==> src/rtl/fetch_queue_pkg.sv <==
// Shared ibus types, fetch FSM state encoding and FIFO entry layout for the fetch front end.
// No logic; types and one PC helper only.
package fetch_queue_pkg;

    localparam int ADDR_W = 64;

    typedef logic [ADDR_W-1:0] addr_t;
    typedef logic [31:0]       u32;

    typedef struct packed {
        logic  valid;
        addr_t addr;
    } ibus_req_t;

    typedef struct packed {
        logic addr_ok;
        logic data_ok;
        u32   data;
    } ibus_resp_t;

    typedef enum logic [1:0] {
        IDLE  = 2'd0,
        REQ   = 2'd1,
        WAIT  = 2'd2,
        DRAIN = 2'd3
    } fetch_state_t;

    typedef struct packed {
        addr_t pc;
        u32    instr;
    } fq_entry_t;

    function automatic addr_t word_align(input addr_t pc);
        return {pc[ADDR_W-1:2], 2'b00};
    endfunction

endpackage

==> src/rtl/fq_fifo.sv <==
// DEPTH-entry fetch buffer with synchronous flush; flush outranks enqueue and dequeue.
// Latency: an entry written on an edge is visible at the head output after that edge.
// Backpressure: enqueue is dropped when full unless a dequeue frees a slot the same cycle.
module fq_fifo
    import fetch_queue_pkg::*;
#(
    parameter  int DEPTH = 4,
    localparam int AW    = $clog2(DEPTH)
) (
    input  logic        clk,
    input  logic        reset,
    input  logic        flush,
    input  logic        enq,
    input  fq_entry_t   enq_dat,
    input  logic        deq,
    output logic [AW:0] count,
    output logic        head_vld,
    output fq_entry_t   head_dat
);

    localparam logic [AW:0] FULL_CNT = (AW+1)'(DEPTH);

    fq_entry_t       mem [DEPTH];
    logic [AW-1:0]   wr_ptr;
    logic [AW-1:0]   rd_ptr;
    logic            do_enq;
    logic            do_deq;

    assign head_vld = (count != '0);
    assign do_deq   = deq && head_vld && !flush;
    assign do_enq   = enq && !flush && ((count != FULL_CNT) || do_deq);

    always_ff @(posedge clk) begin
        if (!reset || flush) begin
            wr_ptr <= '0;
            rd_ptr <= '0;
            count  <= '0;
        end else begin
            if (do_enq) wr_ptr <= wr_ptr + AW'(1);
            if (do_deq) rd_ptr <= rd_ptr + AW'(1);
            case ({do_enq, do_deq})
                2'b10:   count <= count + (AW+1)'(1);
                2'b01:   count <= count - (AW+1)'(1);
                default: count <= count;
            endcase
        end
    end

    always_ff @(posedge clk) begin
        if (do_enq) mem[wr_ptr] <= enq_dat;
    end

    // Storage is never reset, so the head is masked to zero while empty.
    assign head_dat = head_vld ? mem[rd_ptr] : '0;

endmodule

==> src/rtl/fetch_queue.sv <==
// Instruction-fetch front end: owns fetch PC, issues one ibus request at a time, buffers into fq_fifo.
// Latency: addr_ok -> data_ok handled in WAIT -> entry at deq_* one edge later; deq_* are registered.
// Backpressure: no request issues while buffered plus outstanding fills DEPTH. Optional FETCH_PERF_EN adds counters.
module fetch_queue
    import fetch_queue_pkg::*;
#(
    parameter int              DEPTH    = 4,
    parameter int              XLEN     = 64,
    parameter logic [XLEN-1:0] PC_RESET = 64'h8000_0000
) (
    input  logic             clk,
    input  logic             reset,
    output ibus_req_t        ireq,
    input  ibus_resp_t       iresp,
    input  logic             redirect_valid,
    input  logic [XLEN-1:0]  redirect_pc,
    output logic             deq_valid,
    input  logic             deq_ready,
    output logic [XLEN-1:0]  deq_pc,
    output logic [31:0]      deq_instr,
`ifdef FETCH_PERF_EN
    output logic [63:0]      perf_fetched,
    output logic [63:0]      perf_flushed,
    output logic [63:0]      perf_stall,
`endif
    output logic             busy
);

    localparam int AW = $clog2(DEPTH);

    fetch_state_t    state;
    fetch_state_t    state_nxt;
    logic [XLEN-1:0] fetch_pc;
    logic [XLEN-1:0] ptag_pc;
    logic [AW:0]     count;
    logic            outstanding;
    logic            addr_fire;
    logic            enq;
    logic            deq;
    logic            space_now;
    logic            space_after;
    fq_entry_t       enq_dat;
    fq_entry_t       head_dat;

    assign outstanding = (state == WAIT);
    assign addr_fire   = (state == REQ) && iresp.addr_ok;
    assign enq         = (state == WAIT) && iresp.data_ok && !redirect_valid;
    assign deq         = deq_ready && !redirect_valid;
    assign space_now   = (int'(count) + int'(outstanding)) < DEPTH;
    // Room left once this cycle's response lands, crediting a same-cycle dequeue.
    assign space_after = (int'(count) + 1 - int'(deq_valid && deq_ready)) < DEPTH;

    always_ff @(posedge clk) begin
        if (!reset) state <= IDLE;
        else        state <= state_nxt;
    end

    always_comb begin
        state_nxt = state;
        case (state)
            IDLE: begin
                if (!redirect_valid && space_now) state_nxt = REQ;
            end
            REQ: begin
                if (redirect_valid)     state_nxt = iresp.addr_ok ? DRAIN : IDLE;
                else if (iresp.addr_ok) state_nxt = WAIT;
            end
            WAIT: begin
                if (iresp.data_ok)      state_nxt = (redirect_valid || !space_after) ? IDLE : REQ;
                else if (redirect_valid) state_nxt = DRAIN;
            end
            DRAIN: begin
                if (iresp.data_ok) state_nxt = IDLE;
            end
            default: state_nxt = IDLE;
        endcase
    end

    always_comb begin
        ireq       = '0;
        ireq.valid = (state == REQ);
        ireq.addr  = (state == REQ) ? addr_t'(fetch_pc) : '0;
        busy       = (state != IDLE);
    end

    always_ff @(posedge clk) begin
        if (!reset) begin
            fetch_pc <= PC_RESET;
            ptag_pc  <= '0;
        end else begin
            if (addr_fire) ptag_pc <= fetch_pc;
            if (redirect_valid) fetch_pc <= {redirect_pc[XLEN-1:2], 2'b00};
            else if (addr_fire) fetch_pc <= fetch_pc + XLEN'(4);
        end
    end

    assign enq_dat = '{pc: addr_t'(ptag_pc), instr: iresp.data};

    fq_fifo #(.DEPTH(DEPTH)) u_fifo (
        .clk      (clk),
        .reset    (reset),
        .flush    (redirect_valid),
        .enq      (enq),
        .enq_dat  (enq_dat),
        .deq      (deq),
        .count    (count),
        .head_vld (deq_valid),
        .head_dat (head_dat)
    );

    assign deq_pc    = XLEN'(head_dat.pc);
    assign deq_instr = head_dat.instr;

`ifdef FETCH_PERF_EN
    logic inflight;
    // A response still owed to us is lost once a redirect lands in WAIT or on an accepting REQ cycle.
    assign inflight = (state == WAIT) || addr_fire;

    always_ff @(posedge clk) begin
        if (!reset) begin
            perf_fetched <= '0;
            perf_flushed <= '0;
            perf_stall   <= '0;
        end else begin
            if (enq)            perf_fetched <= perf_fetched + 64'd1;
            if (redirect_valid) perf_flushed <= perf_flushed + 64'(count) + 64'(inflight);
            if ((state == REQ) && !iresp.addr_ok) perf_stall <= perf_stall + 64'd1;
        end
    end
`endif

endmodule

==> config.mk <==
export PLATFORM = sky130hd
export DESIGN_NAME = fetch_queue
export DESIGN_NICKNAME = d
export VERILOG_FILES = /design/src/rtl/fetch_queue_pkg.sv /design/src/rtl/fq_fifo.sv /design/src/rtl/fetch_queue.sv
export SDC_FILE = /design/constraint.sdc
export NUM_CORES = 1
export LEC_CHECK = 0
export BUFFER_PORTS_ARGS = -buffer_cell sky130_fd_sc_hd__clkbuf_2
export CAP_MARGIN = 20
export CORE_MARGIN = 2
export CORE_UTILIZATION = 36
export CTS_CLUSTER_DIAMETER = 120
export DETAILED_ROUTE_END_ITERATION = 8
export GPL_ROUTABILITY_DRIVEN = 0
export PLACE_DENSITY = 0.62
export SLEW_MARGIN = 5
export SYNTH_ARGS = -nofsm -noshare
export SYNTH_HDL_FRONTEND = slang
export SYNTH_SLANG_ARGS = --single-unit
export TNS_END_PERCENT = 100
==> constraint.sdc <==
create_clock -name clk -period 4.7 [get_ports clk]
set_input_delay 0 -clock clk [delete_from_list [all_inputs] [get_ports clk]]
set_output_delay 0 -clock clk [all_outputs]
set_load 0.1 [all_outputs]
==> key figures <==
Final layout
  – Footprint of the multi-input gates: 0.00678 mm²
  – Final net count: 1944
  – Share of cells above drive strength 1: 25.7%
  – Layout fillers: 5258
  – Fin util: 45.5%
  – Area Overhead vs Synth: 24.3%
  – Area occupied by registers: 0.0140 mm²

GRT
  – All-Layer GR Usage: 18.6%
  – Gr busiest metal: met2
  – Total gr overflow: 0
  – Initial antenna violation count: 3
  – Grt met1 use: 26.0%
  – Grt met2 use: 30.0%
  – Vias in the first global route: 13.7k
  – Pin count of the biggest net entering global routing: 71
  – GR Util met3: 3.07%
  – First-pass GRT wire length: 84000 µm

Power and ir drop
  – Combinational power share: 8.6%
  – Pwr Total: 10.3 mW
  – Peak supply drop: 0.238 mV
  – Internal power: 7.82 mW
  – Sequential share of power: 48.4%
  – Pwr per Cell Area: 392 mW/mm²
  – Clock power frac: 43.0%
  – Switch share: 24.3%
  – Switching power: 2.51 mW
  – Leak: 9.13 nW

Drt
  – DR WL/cell: 21.3 µm
  – DR vias: 13.6k
  – First DRT Iteration DRCs: 918
  – Drc violations: 0
  – Post-Route WL: 56400 µm
  – Via/cell ratio: 5.15
  – TritonRoute pass-1 iters: 4
  – Antenna viol nets, final: 0

Timing
  – Count of final hold-check violations: 0
  – Fin Setup TNS: 0 ns
  – Unrepaired setup endpoints after global routing: no
  – Crit share post-route: 65.0%
  – FMAX: 327 MHz
  – Worst slew margin: 36.9%
  – Hold slack: 0.165 ns
  – Max-slew violation count: 0
  – Worst-margin pin slew: 0.946 ns
  – Clk_skew: 0.0262 ns
  – # setup viols final: 0
  – Final Critical Period: 3.05 ns

Clock tree
  – Post-CTS Setup Inserts: 0
  – H-tree levels: 2
  – Total CTS buffers: 54
  – Clock sinks: 511
  – Post-cts hold buffer count: 114
  – CTS max path bufs: 3
  – # resized after CTS: 0
  – CTS root buf: clkbuf_16
  – Clock latency on the worst-skew pair: 0.61 ns
  – Reg clk slew, reported paths: 0.06 ns
  – CTS tree: yes

Synth
  – Mapped Cells: 1480
  – Synth Area in XOR/XNOR: 1.41%
  – Synth Area in Compound Gates: 5.75%
  – Yosys top cell by area: edfxtp_1
  – Synth top area share: 53.3%
  – Adder-Cell Fraction of Synth Area: 0.390%
  – Ys flop type: edfxtp_1
  – Mux share of post-synthesis cell area: 10.6%
  – Register area share after synthesis: 66.1%
  – Post-synth EDFFs: 376
  – Yosys cell types: 54
  – Largest family of logic cells by synthesized area: simple AND/OR/NAND/NOR gates
  – Synth area leaders: edfxtp_1, dfxtp_1, mux4_2, and2_1, nand2_1
  – Syn avg cell area: 14.3 µm²
  – Warnings, synthesis: 0
  – Synth Area in Simple Gates: 13.6%
  – Mapped cell area: 0.0212 mm²
  – Yosys reg bits: 511
  – Asr flop ratio synth: 0%

Critical path
  – CP endpoint kind: primary output
  – Slowest-stage cell, CP: dfxtp_4
  – Worst r2r src: fetch_pc[13]$_SDFFE_PN0P_
  – CP Max Fanout: 39
  – Worst endpoint data arrival time: 3.05 ns
  – Worst path required time: 4.70 ns
  – Nature of the critical path startpoint: flop
  – Critical path type: flop to primary output
  – Slowest stage delay, CP: 0.82 ns
  – CP cell instances: buf_12 -> mux4_2 -> and2_1 -> clkbuf_2

Worst hold path
  – Worst Hold Class: input pin to flop
  – HP Start: iresp[17]

Floorplan
  – Std-Cell Rows: 88
  – Initial Utilization: 36.6%
  – Die area: 0.0608 mm²
  – Chip width: 247 µm
  – Die height: 247 µm
  – Top-Level Pins: 265
  – Core ar.: 0.0579 mm²

Status
  – Status: completed

Placed design
  – Post-DP HPWL: 35300 µm
  – PortBufs: 258

Job
  – # Max-Cap Violations: 0
per-stage QoR:
stage	std cells	cell area [µm²]	worst slack, ns
after floorplan	1483	21200	0.922
after global placement	2431	23300	1.81
after detailed placement	2431	23300	1.71
after CTS	2647	26300	1.51
after global routing	2647	26300	1.44
final	2649	26300	1.65
state kept, by name (all words and copies together) (netlist names), named ones only:
signal	cells
u_fifo.mem	376
fetch_pc	62
ptag_pc	62
u_fifo.count	3
state	2
u_fifo.rd_ptr	2
u_fifo.wr_ptr	2
final cells by class:
cell class                      instances  share of cell area (%)
Timing Repair Buffer                  394                    10.1
Clock buffer                           74                    5.85
Antenna cell                            2                  0.0190
Tap cell                              765                    3.64
Multi-Input combinational cell        863                    25.8
Inverter                               12                   0.171
Sequential cell                       511                    53.2
Clock inverter                         28                    1.33
critical path, delay by kind of cell (launching register included):
kind                   cells  cell delay [ns]
buffers and inverters      2             0.78
multiplexers               1             0.56
AND/OR/NAND/NOR            1             0.21
flip-flops                 1             0.82
Yosys cell counts, types with 2 or more instances:
library cell	count
nand2b_1	7
nand3b_1	2
o211a_1	7
nor2_1	37
o211ai_1	2
nor4b_1	5
a32oi_1	4
o31ai_1	8
nor3b_1	4
xnor2_1	19
clkbuf_1	72
nor3_1	17
nor4_1	9
a211oi_1	9
nor4_4	2
a31oi_1	11
edfxtp_1	376
buf_4	4
o21ai_0	52
and3_1	10
dfxtp_1	135
o31a_1	2
and4_1	8
a21boi_0	64
mux4_2	94
or3_1	8
xor2_1	15
buf_2	11
ha_1	5
a21oi_1	20
buf_1	9
mux2i_1	10
nand3_1	23
and2_1	171
mux2_2	2
or4_1	13
nand2_1	158
inv_1	12
or2_2	5
o311a_1	2
nor2b_1	7
nor4_2	2
nand4_1	36
path summary, 6_finish.rpt:
kind                                  to  slack [ns]  cells past startpoint
max reg2reg    fetch_pc[45]$_SDFFE_PN0P_        1.75                      5
max                           deq_pc[28]        1.65                      4
min          u_fifo.mem[1][17]$_DFFE_PP_        0.17                      2
min reg2reg  u_fifo.mem[0][63]$_DFFE_PP_        0.49                      0
power by group through the flow:
stage	clock [mW]	combinational (mW)	sequential (mW)
3_3_place_gp	0	0.804	5.09
6_report	4.44	0.886	5.00
2_1_floorplan	0	0.618	5.05
3_5_place_dp	0	0.810	5.10
4_1_cts	4.55	0.891	5.00
5_1_grt	4.74	0.939	5.02
cells in the final DEF (no fill, tap or decap), drive strengths merged, types with 11 or more instances in the layout:
master / instances
a21oi: 20
dfxtp: 135
o21ai: 52
mux4: 94
buf: 23
clkbuf: 331
a31oi: 11
or4: 14
nand3: 23
nor3: 17
xor2: 15
nor4: 13
nand2: 158
a21boi: 64
xnor2: 19
edfxtp: 376
inv: 15
dlygate4sd3: 114
clkinv: 16
nand4: 36
nor2: 38
and2: 171
routing by layer:
metal,wire (µm),vias to the layer above
li1,-,6292
met1,25200,6843
met2,26700,421
met3,3380,75
met4,1160,2
met5,7,-
kinds of logic after synthesis:
logic type                 Yosys count
other                                1
buffers and inverters              109
AOI/OAI and AO/OA                  184
adders and majority gates            6
DFF                                511
muxes                              107
xor gates and xnor gates            34
and+or+nand+nor                    528
Note: power is estimated with default switching activity, not from simulation.
